===== src/rtl/detector_stream_arbiter.sv =====
// ---------------------------------------------------------------------------
// detector_stream_arbiter
//
// Shares one external serial ones-counting detector among NREQ requesters.
// A round-robin arbiter picks one requester and clears the detector for one
// cycle. It then streams that requester's burst of req_len bits into det_ins,
// and returns the detector output sampled after the last bit, with a
// one-cycle done pulse. If the owner drops req mid-burst, a one-cycle abort
// pulse replaces done.
//
// Ports
//   clk, reset        clock (rising edge) and asynchronous active-high reset
//   req[NREQ]         per-requester request, held until own done/abort
//   req_len           packed burst lengths, slice i = req_len[i*LEN_W +: LEN_W]
//   data_bit/valid    per-requester serial data and valid
//   data_ready        per-requester accept (only the owner, only while streaming)
//   grant             one-hot current owner, registered
//   det_reset/det_ins control of the shared detector
//   det_outs          detector output (Moore)
//   busy              high from grant until release
//   done/result       completion pulse and captured detector output
//   done_id           requester that completed or aborted
//   abort             pulse: owner dropped req during CLEAR/STREAM
// ---------------------------------------------------------------------------
module detector_stream_arbiter #(
    parameter int NREQ  = 4,
    parameter int LEN_W = 4
) (
    input  logic                    clk,
    input  logic                    reset,
    input  logic [NREQ-1:0]         req,
    input  logic [NREQ*LEN_W-1:0]   req_len,
    input  logic [NREQ-1:0]         data_bit,
    input  logic [NREQ-1:0]         data_valid,
    output logic [NREQ-1:0]         data_ready,
    output logic [NREQ-1:0]         grant,
    output logic                    det_reset,
    output logic                    det_ins,
    input  logic                    det_outs,
    output logic                    busy,
    output logic                    done,
    output logic                    result,
    output logic [2:0]              done_id,
    output logic                    abort
);

    typedef enum logic [1:0] {IDLE, CLEAR, STREAM, CAPTURE} state_t;

    state_t             state_reg, state_next;
    logic [2:0]         ptr_reg, ptr_next;
    logic [2:0]         owner_reg, owner_next;
    logic [LEN_W-1:0]   len_reg, len_next;
    logic [LEN_W-1:0]   cnt_reg, cnt_next;
    logic [NREQ-1:0]    grant_reg, grant_next;
    logic               busy_reg, busy_next;
    logic               done_reg, done_next;
    logic               result_reg, result_next;
    logic [2:0]         done_id_reg, done_id_next;
    logic               abort_reg, abort_next;

    // Inputs widened to 8 lanes so a 3-bit owner index selects them exactly.
    logic [7:0]         req8, valid8, bit8;
    logic [LEN_W-1:0]   len_arr [8];
    logic               owner_req, owner_valid, owner_bit;

    logic               arb_found;
    logic [2:0]         arb_idx;
    logic [3:0]         arb_cand;
    logic [NREQ-1:0]    grant_dec;
    logic [NREQ-1:0]    ready_dec;

    assign req8   = 8'(req);
    assign valid8 = 8'(data_valid);
    assign bit8   = 8'(data_bit);

    genvar gi;
    generate
        for (gi = 0; gi < 8; gi++) begin : g_len
            if (gi < NREQ) begin : g_act
                assign len_arr[gi] = req_len[gi*LEN_W +: LEN_W];
            end else begin : g_pad
                assign len_arr[gi] = '0;
            end
        end
        for (gi = 0; gi < NREQ; gi++) begin : g_dec
            assign grant_dec[gi] = (arb_idx == 3'(gi));
            assign ready_dec[gi] = (owner_reg == 3'(gi));
        end
    endgenerate

    assign owner_req   = req8[owner_reg];
    assign owner_valid = valid8[owner_reg];
    assign owner_bit   = bit8[owner_reg];

    // Round-robin search: ptr+1, ptr+2, ... modulo NREQ; the first set req wins.
    always_comb begin
        arb_found = 1'b0;
        arb_idx   = '0;
        arb_cand  = '0;
        for (int k = 1; k <= NREQ; k++) begin
            arb_cand = {1'b0, ptr_reg} + 4'(k);
            if (arb_cand >= 4'(NREQ)) begin
                arb_cand = arb_cand - 4'(NREQ);
            end
            if (!arb_found && req8[arb_cand[2:0]]) begin
                arb_found = 1'b1;
                arb_idx   = arb_cand[2:0];
            end
        end
    end

    // State register
    always_ff @(posedge clk or posedge reset) begin
        if (reset) begin
            state_reg   <= IDLE;
            ptr_reg     <= 3'(NREQ-1);
            owner_reg   <= '0;
            len_reg     <= '0;
            cnt_reg     <= '0;
            grant_reg   <= '0;
            busy_reg    <= 1'b0;
            done_reg    <= 1'b0;
            result_reg  <= 1'b0;
            done_id_reg <= '0;
            abort_reg   <= 1'b0;
        end else begin
            state_reg   <= state_next;
            ptr_reg     <= ptr_next;
            owner_reg   <= owner_next;
            len_reg     <= len_next;
            cnt_reg     <= cnt_next;
            grant_reg   <= grant_next;
            busy_reg    <= busy_next;
            done_reg    <= done_next;
            result_reg  <= result_next;
            done_id_reg <= done_id_next;
            abort_reg   <= abort_next;
        end
    end

    // Next-state logic
    always_comb begin
        state_next   = state_reg;
        ptr_next     = ptr_reg;
        owner_next   = owner_reg;
        len_next     = len_reg;
        cnt_next     = cnt_reg;
        grant_next   = grant_reg;
        busy_next    = busy_reg;
        done_next    = 1'b0;
        result_next  = result_reg;
        done_id_next = done_id_reg;
        abort_next   = 1'b0;
        case (state_reg)
            IDLE: begin
                if (arb_found) begin
                    grant_next = grant_dec;
                    busy_next  = 1'b1;
                    owner_next = arb_idx;
                    ptr_next   = arb_idx;
                    len_next   = len_arr[arb_idx];
                    cnt_next   = '0;
                    state_next = CLEAR;
                end
            end
            CLEAR: begin
                cnt_next = '0;
                if (!owner_req) begin
                    abort_next   = 1'b1;
                    done_id_next = owner_reg;
                    grant_next   = '0;
                    busy_next    = 1'b0;
                    state_next   = IDLE;
                end else if (len_reg != '0) begin
                    state_next = STREAM;
                end else begin
                    state_next = CAPTURE;
                end
            end
            STREAM: begin
                // A dropped request wins over a beat presented in the same cycle.
                if (!owner_req) begin
                    abort_next   = 1'b1;
                    done_id_next = owner_reg;
                    grant_next   = '0;
                    busy_next    = 1'b0;
                    state_next   = IDLE;
                end else if (owner_valid) begin
                    if (cnt_reg == len_reg - LEN_W'(1)) begin
                        state_next = CAPTURE;
                    end else begin
                        cnt_next = cnt_reg + LEN_W'(1);
                    end
                end
            end
            CAPTURE: begin
                // The detector took the last bit at the previous edge, so det_outs is final here.
                result_next  = det_outs;
                done_next    = 1'b1;
                done_id_next = owner_reg;
                grant_next   = '0;
                busy_next    = 1'b0;
                state_next   = IDLE;
            end
            default: begin
                state_next = IDLE;
            end
        endcase
    end

    // Output decode. det_reset also follows the reset input directly, so the
    // detector is cleared asynchronously along with this block.
    always_comb begin
        data_ready = '0;
        det_ins    = 1'b0;
        det_reset  = 1'b0;
        case (state_reg)
            CLEAR: begin
                det_reset = 1'b1;
            end
            STREAM: begin
                data_ready = ready_dec;
                det_ins    = owner_bit & owner_valid & owner_req;
            end
            default: begin
            end
        endcase
        if (reset) begin
            det_reset  = 1'b1;
            data_ready = '0;
            det_ins    = 1'b0;
        end
    end

    assign grant   = grant_reg;
    assign busy    = busy_reg;
    assign done    = done_reg;
    assign result  = result_reg;
    assign done_id = done_id_reg;
    assign abort   = abort_reg;

endmodule


===== config.mk =====
export PLATFORM = sky130hd
export DESIGN_NAME = detector_stream_arbiter
export DESIGN_NICKNAME = d
export VERILOG_FILES = /design/src/rtl/detector_stream_arbiter.sv
export SDC_FILE = /design/constraint.sdc
export NUM_CORES = 1
export LEC_CHECK = 0
export BUFFER_PORTS_ARGS = -buffer_cell sky130_fd_sc_hd__buf_2
export CAP_MARGIN = 20
export CORE_MARGIN = 3
export CORE_UTILIZATION = 48
export CTS_CLUSTER_DIAMETER = 150
export CTS_CLUSTER_SIZE = 40
export DETAILED_ROUTE_END_ITERATION = 10
export GPL_ROUTABILITY_DRIVEN = 1
export HOLD_SLACK_MARGIN = 0.02
export PLACE_DENSITY = 0.78
export RECOVER_POWER = 25
export SKIP_CTS_REPAIR_TIMING = 1
export SLEW_MARGIN = 20
export SYNTH_ARGS = -nofsm -noshare
export SYNTH_HDL_FRONTEND = slang
export SYNTH_SLANG_ARGS = --single-unit

===== constraint.sdc =====
create_clock -name clk -period 7.6 [get_ports clk]
set_input_delay 0.76 -clock clk [delete_from_list [all_inputs] [get_ports clk]]
set_output_delay 0.76 -clock clk [all_outputs]
set_load 0.005 [all_outputs]

* Word-level counts from Yosys, hierarchy flattened *
Cells that the tools add are included.

word-level totals
  memory bits (writable) = 0
  memories = 0
  output and inout bits = 17
  ROM bits = 0
  latch bits = 0
  logic and storage cells = 127
  input port bits = 31
  register bits = 27

operators by class
  shift-type cells = 0
  $add $sub $neg = 10
  multiply operators = 0
  reductions and logical operators = 18
  mux-type cells = 58
  magnitude comparators = 10
  bitwise operators = 3
  equality and inequality tests = 17
  div/mod/pow operators = 0

operators with widths
  operator             number
  $mux 4               10
  $mux 3               9
  $pmux 4 s3           2
  $bmux 1 s3           7
  $mux 1               21
  $lt 3x4->1 const B   5
  $ge 4x3->1 const B   4
  $bmux 4 s3           1
  $eq 3x2->1 const B   4
  $sub 3x3->3 const B  4
  $mux 2               5
  $ne 2x2->1 const B   5
  $add 3x2->4 const B  2
  $pmux 2 s4           1
  $eq 3x1->1 const B   2
  $logic_not 3->1      2
  $ne 3x3->1 const B   2
  $pmux 3 s2           1
  $reduce_and 2->1     3
  $reduce_and 5->1     1
  $add 3x1->4 const B  1
  $add 3x3->4 const B  1
  $add 4x1->4 const B  1
  $eq 2x2->1 const B   2
  other kinds (15)     20

* Longest topological paths before layout *
  depth after elaboration = 19
  gate-level depth with buffers = 11
  gate-level depth less buffers = 8

* Least setup slack after synthesis *
Ideal clock, no wire load.

  kind = reg-to-reg
  start point = register ptr_reg[1]
  end point = register len_reg[0]
  path buffers = 3
  setup slack = 4.426 ns
  data arrival time = 3.034 ns
  required time = 7.460 ns
  clock period less this slack = 3.174 ns
  cell stages (with the launch flop) = 12
  cell sequence = dfstp_2 clkbuf_1 inv_1 ha_1 buf_6 mux4_2 or3b_1 a221o_1 o21a_4 buf_6 o2111ai_1 o221ai_1

on the way
  longest elaborated chain between the ends = 19
  elaborated cells on any way between the ends = 43
  those cells by class = add/sub: 8; order compare: 4; mux: 23; bitwise: 1; reduce/logical: 7

RTL lines
  what                                              RTL line  RTL
  start, declared                                   50        logic [2:0] ptr_reg, ptr_next;
  start signal, assigned                            116       ptr_reg <= 3'(NREQ-1);
  start signal, assigned                            128       ptr_reg <= ptr_next;
  $add 3x1->4                                       101       arb_cand = {1'b0, ptr_reg} + 4'(k);
  $ge 4x3->1 / $sub 3x3->3 (equally long branches)  102, 103
  $mux 3                                            102       if (arb_cand >= 4'(NREQ)) begin
  $bmux 1 s3                                        105       if (!arb_found && req8[arb_cand[2:0]]) begin
  $mux 1 (implied by the code)                      105
  $mux 1                                            105
  $logic_not 1->1                                   105
  $logic_and 1x1->1                                 105
  (+2 left out)                                     --
  $logic_and 1x1->1                                 105
  $mux 1                                            105
  $logic_not 1->1                                   105
  $logic_and 1x1->1                                 105
  $mux 3                                            105
  $not 3->4 (implied by the code)                   161       len_next = len_arr[arb_idx];
  $bmux 4 s3                                        161
  $mux 4 (implied by the code) (2 in series)        161
  end signal, assigned                              130       len_reg <= len_next;
  end, declared                                     52        logic [LEN_W-1:0] len_reg, len_next;

Several ways; a longest one is shown, not always the timed one. The select of a mux whose other input is x is not followed.
A chain may end at the register's enable or synchronous reset.

* Worst setup path in the final report *
  start point = register ptr_reg[0]
  end point = register len_reg[0]

Same word-level chain as after synthesis.

==> reports/metrics.cfg <==
[yosys]
synth_warnings = 0
synth_nets = 223
async_flop_share = 1.000
syn_inst = 184
ys_types = 52
ys.flop_type = dfrtp_1
syn-cell-area_mm2 = 0.001864
ys_ff_latch = 26
postSynthAreaPerCell_um2 = 10.13
ys_seq_area_frac = 0.3503
synth_edf_count = 0

[worst_setup_path]
cp_num_buf_inv = 1
r2r_start = ptr_reg[0]$_DFFE_PP1P_
slowest_delay_ns = 0.76
rrSetupSlack_ns = 4.23
crit_slowest_cell = dfstp_2
cp.arrival_ns = 3.52
start_kind = register
startpoint = ptr_reg[0]$_DFFE_PP1P_
path_class = register to register
r2r-end = len_reg[0]$_DFFE_PP0P_
cp.required_ns = 7.74
crit_family = compound AO/OA/AOI/OAI gates
path_cells = inv_1 > ha_1 > mux4_2 > or3b_1 > a221o_1 > o21a_4 > o2111ai_1 > o221ai_1
path_max_fanout = 18
ff2ff_path_depth = 8
endpoint_kind = register

[floorplan]
die_h_um = 68.32
ios = 48
row_count = 22
die_area_mm2 = 0.004668
start_util = 0.5017
die_x_um = 68.32
core_area_mm2 = 0.003716

[layout]
final_cells = 276
nFillCells = 336
area_delta_synth_final_pct = 16.24
utilization = 0.5832
layout_common_cells = buf_2 (47), dfrtp_1 (24), inv_1 (13), nor2_1 (13), nand2_1 (12)
nets = 268
diodes = 0
final_common_cell = buf_2
layout-drive-gt1-share = 0.3070

[cts]
cts.clk_slew.worst_paths_ns = 0.09
ctsRootBufferMaster = clkbuf_8
cts_buffer_depth = 2
cts-buffers-inserted = 3
h-tree-depth = 1
cts.sinks = 26
clkLatencyLatePin_ns = 0.27
cts_tree = yes

[global_route]
grt_pass1_vias = 1458
grt_overflow = 0
antenna_found_initial = 0
grt_usage = 0.1959
grt_max_degree = 29
grt_pass1_wl_um = 6886

[status]
outcome = completed

[power_and_ir_drop]
power_switching_share = 0.4521
p_leak_uw = 0.001044
combPwrFrac = 0.630
pwr-share-clk = 0.096
ir_drop_mv = 0.1766
pwr-share-seq = 0.273
power.internal_uw = 516.9
power_density_mw_per_mm2 = 435.4
p_switching_uw = 426.5

[worst_hold_path]
holdPathEnd = done_id[2]$_DFFE_PP0P_
min_path_type = register to register
hold_path_depth = 2
holdCritStartpoint = done_id[2]$_DFFE_PP0P_

[routing]
wirelength_um = 4244
routed_via_density = 5.717
drc_errors = 0
first_iter_violations = 119
vias = 1578
first_pass_iters = 4
ant_nets = 0
wl_per_cell_um = 15.38

[placed_design]
portBuffers = 47
placed_cells = 272
place_ws_ns = 4.242
place_congestion = 0.8745
dp_hpwl_um = 3269

[sta]
slew_headroom = 0.02117
max_freq_mhz = 296.5
fin_crit_sh = 0.4438
setup_viol = 0
setup_slack_ns = 4.227
clock_skew_ns = 0.004854
slew_violations = 0
worst_pin_slew_ns = 1.468
whs_ns = 0.4994
finalHoldViolCount = 0
period_needed_ns = 3.373
grt_setup_unrepaired = no
fin_tns_setup_ns = 0

[job]
max_cap_violations = 0

cell families (layout without fill, tap and decap cells):
family,after synthesis,in the layout,share of synthesized area
compound gates,52,52,0.2315
xor+xnor,6,6,0.02819
fa+ha+maj,8,8,0.05369
buf+inv,22,66,0.05772
flops,26,26,0.3503
mux,17,17,0.1275
simple gates,53,53,0.1510
metal layers:
layer / GRT usage / wire [um] / vias up
met5: 0 / 0 / -
met4: 0.06700 / 66 / 0
met3: 0.02791 / 228 / 7
met2: 0.2960 / 1834 / 47
met1: 0.2850 / 2114 / 741
li1: - / - / 783
final cells by class:
class / count / area [um^2] / share of cell area
clock buffer: 4 / 55.05 / 0.02540
inverter: 13 / 48.80 / 0.02252
multi-input combinational: 136 / 1104 / 0.5092
sequential: 26 / 653.1 / 0.3014
tap: 48 / 60.06 / 0.02771
timing repair buffer: 49 / 246.5 / 0.1137
power groups by stage:
stage	Clock (uW)	Sequential [uW]	Combinational [uW]
floorplan	0	227	513
global placement	0	258	580
detailed placement	0	260	593
CTS	93.6	257	596
global route	99.2	268	655
finish	90.9	258	595
how the worst max path moves through the flow:
stage,to,cells past startpoint
final,len_reg[0]$_DFFE_PP0P_,8
after global routing,data_ready[0],6
after CTS,grant[0]$_DFFE_PP0P_,8
after detailed placement,grant[0]$_DFFE_PP0P_,8
after global placement,grant[0]$_DFFE_PP0P_,8
after floorplan,len_reg[0]$_DFFE_PP0P_,11
tightest hold or removal path, cell delays in order, from the launching register on:
cell,delay (ns)
dfrtp_1,0.36
nand2_1,0.05
o21ai_0,0.06
cell usage after synthesis (all sizes together) (2+ instances only):
| master | count | area, um^2 |
|---|---|---|
| dfrtp | 24 | 600.6 |
| inv | 13 | 48.80 |
| nor2 | 13 | 48.80 |
| nand2 | 12 | 45.04 |
| ha | 8 | 100.1 |
| mux2i | 8 | 80.08 |
| o21ai | 7 | 35.03 |
| a22o | 6 | 52.55 |
| o211ai | 6 | 45.04 |
| xnor2 | 6 | 52.55 |
| a21oi | 5 | 25.02 |
| buf | 5 | 43.79 |
| mux4 | 5 | 112.6 |
| nor2b | 5 | 31.28 |
| clkbuf | 4 | 15.01 |
| mux2 | 4 | 45.04 |
| o2111ai | 4 | 35.03 |
| a221o | 3 | 30.03 |
| nand3 | 3 | 15.01 |
| nor3b | 3 | 27.52 |
| nor4 | 3 | 18.77 |
| o22a | 3 | 26.28 |
| a2111oi | 2 | 37.54 |
| a31oi | 2 | 12.51 |
| and2 | 2 | 12.51 |
| and3 | 2 | 12.51 |
| dfstp | 2 | 52.55 |
| nand2b | 2 | 12.51 |
| nand4 | 2 | 12.51 |
| nor3 | 2 | 15.01 |
| o221ai | 2 | 17.52 |
metrics by stage:
stage | total power [uW] | instance area (um^2)
after detailed placement | 853.5 | 2116
after global routing | 1022 | 2167
after floorplan | 739.2 | 1864
after CTS | 947.0 | 2171
after global placement | 838.7 | 2116
final | 943.5 | 2167
Note: power is estimated with default switching activity, not from simulation.
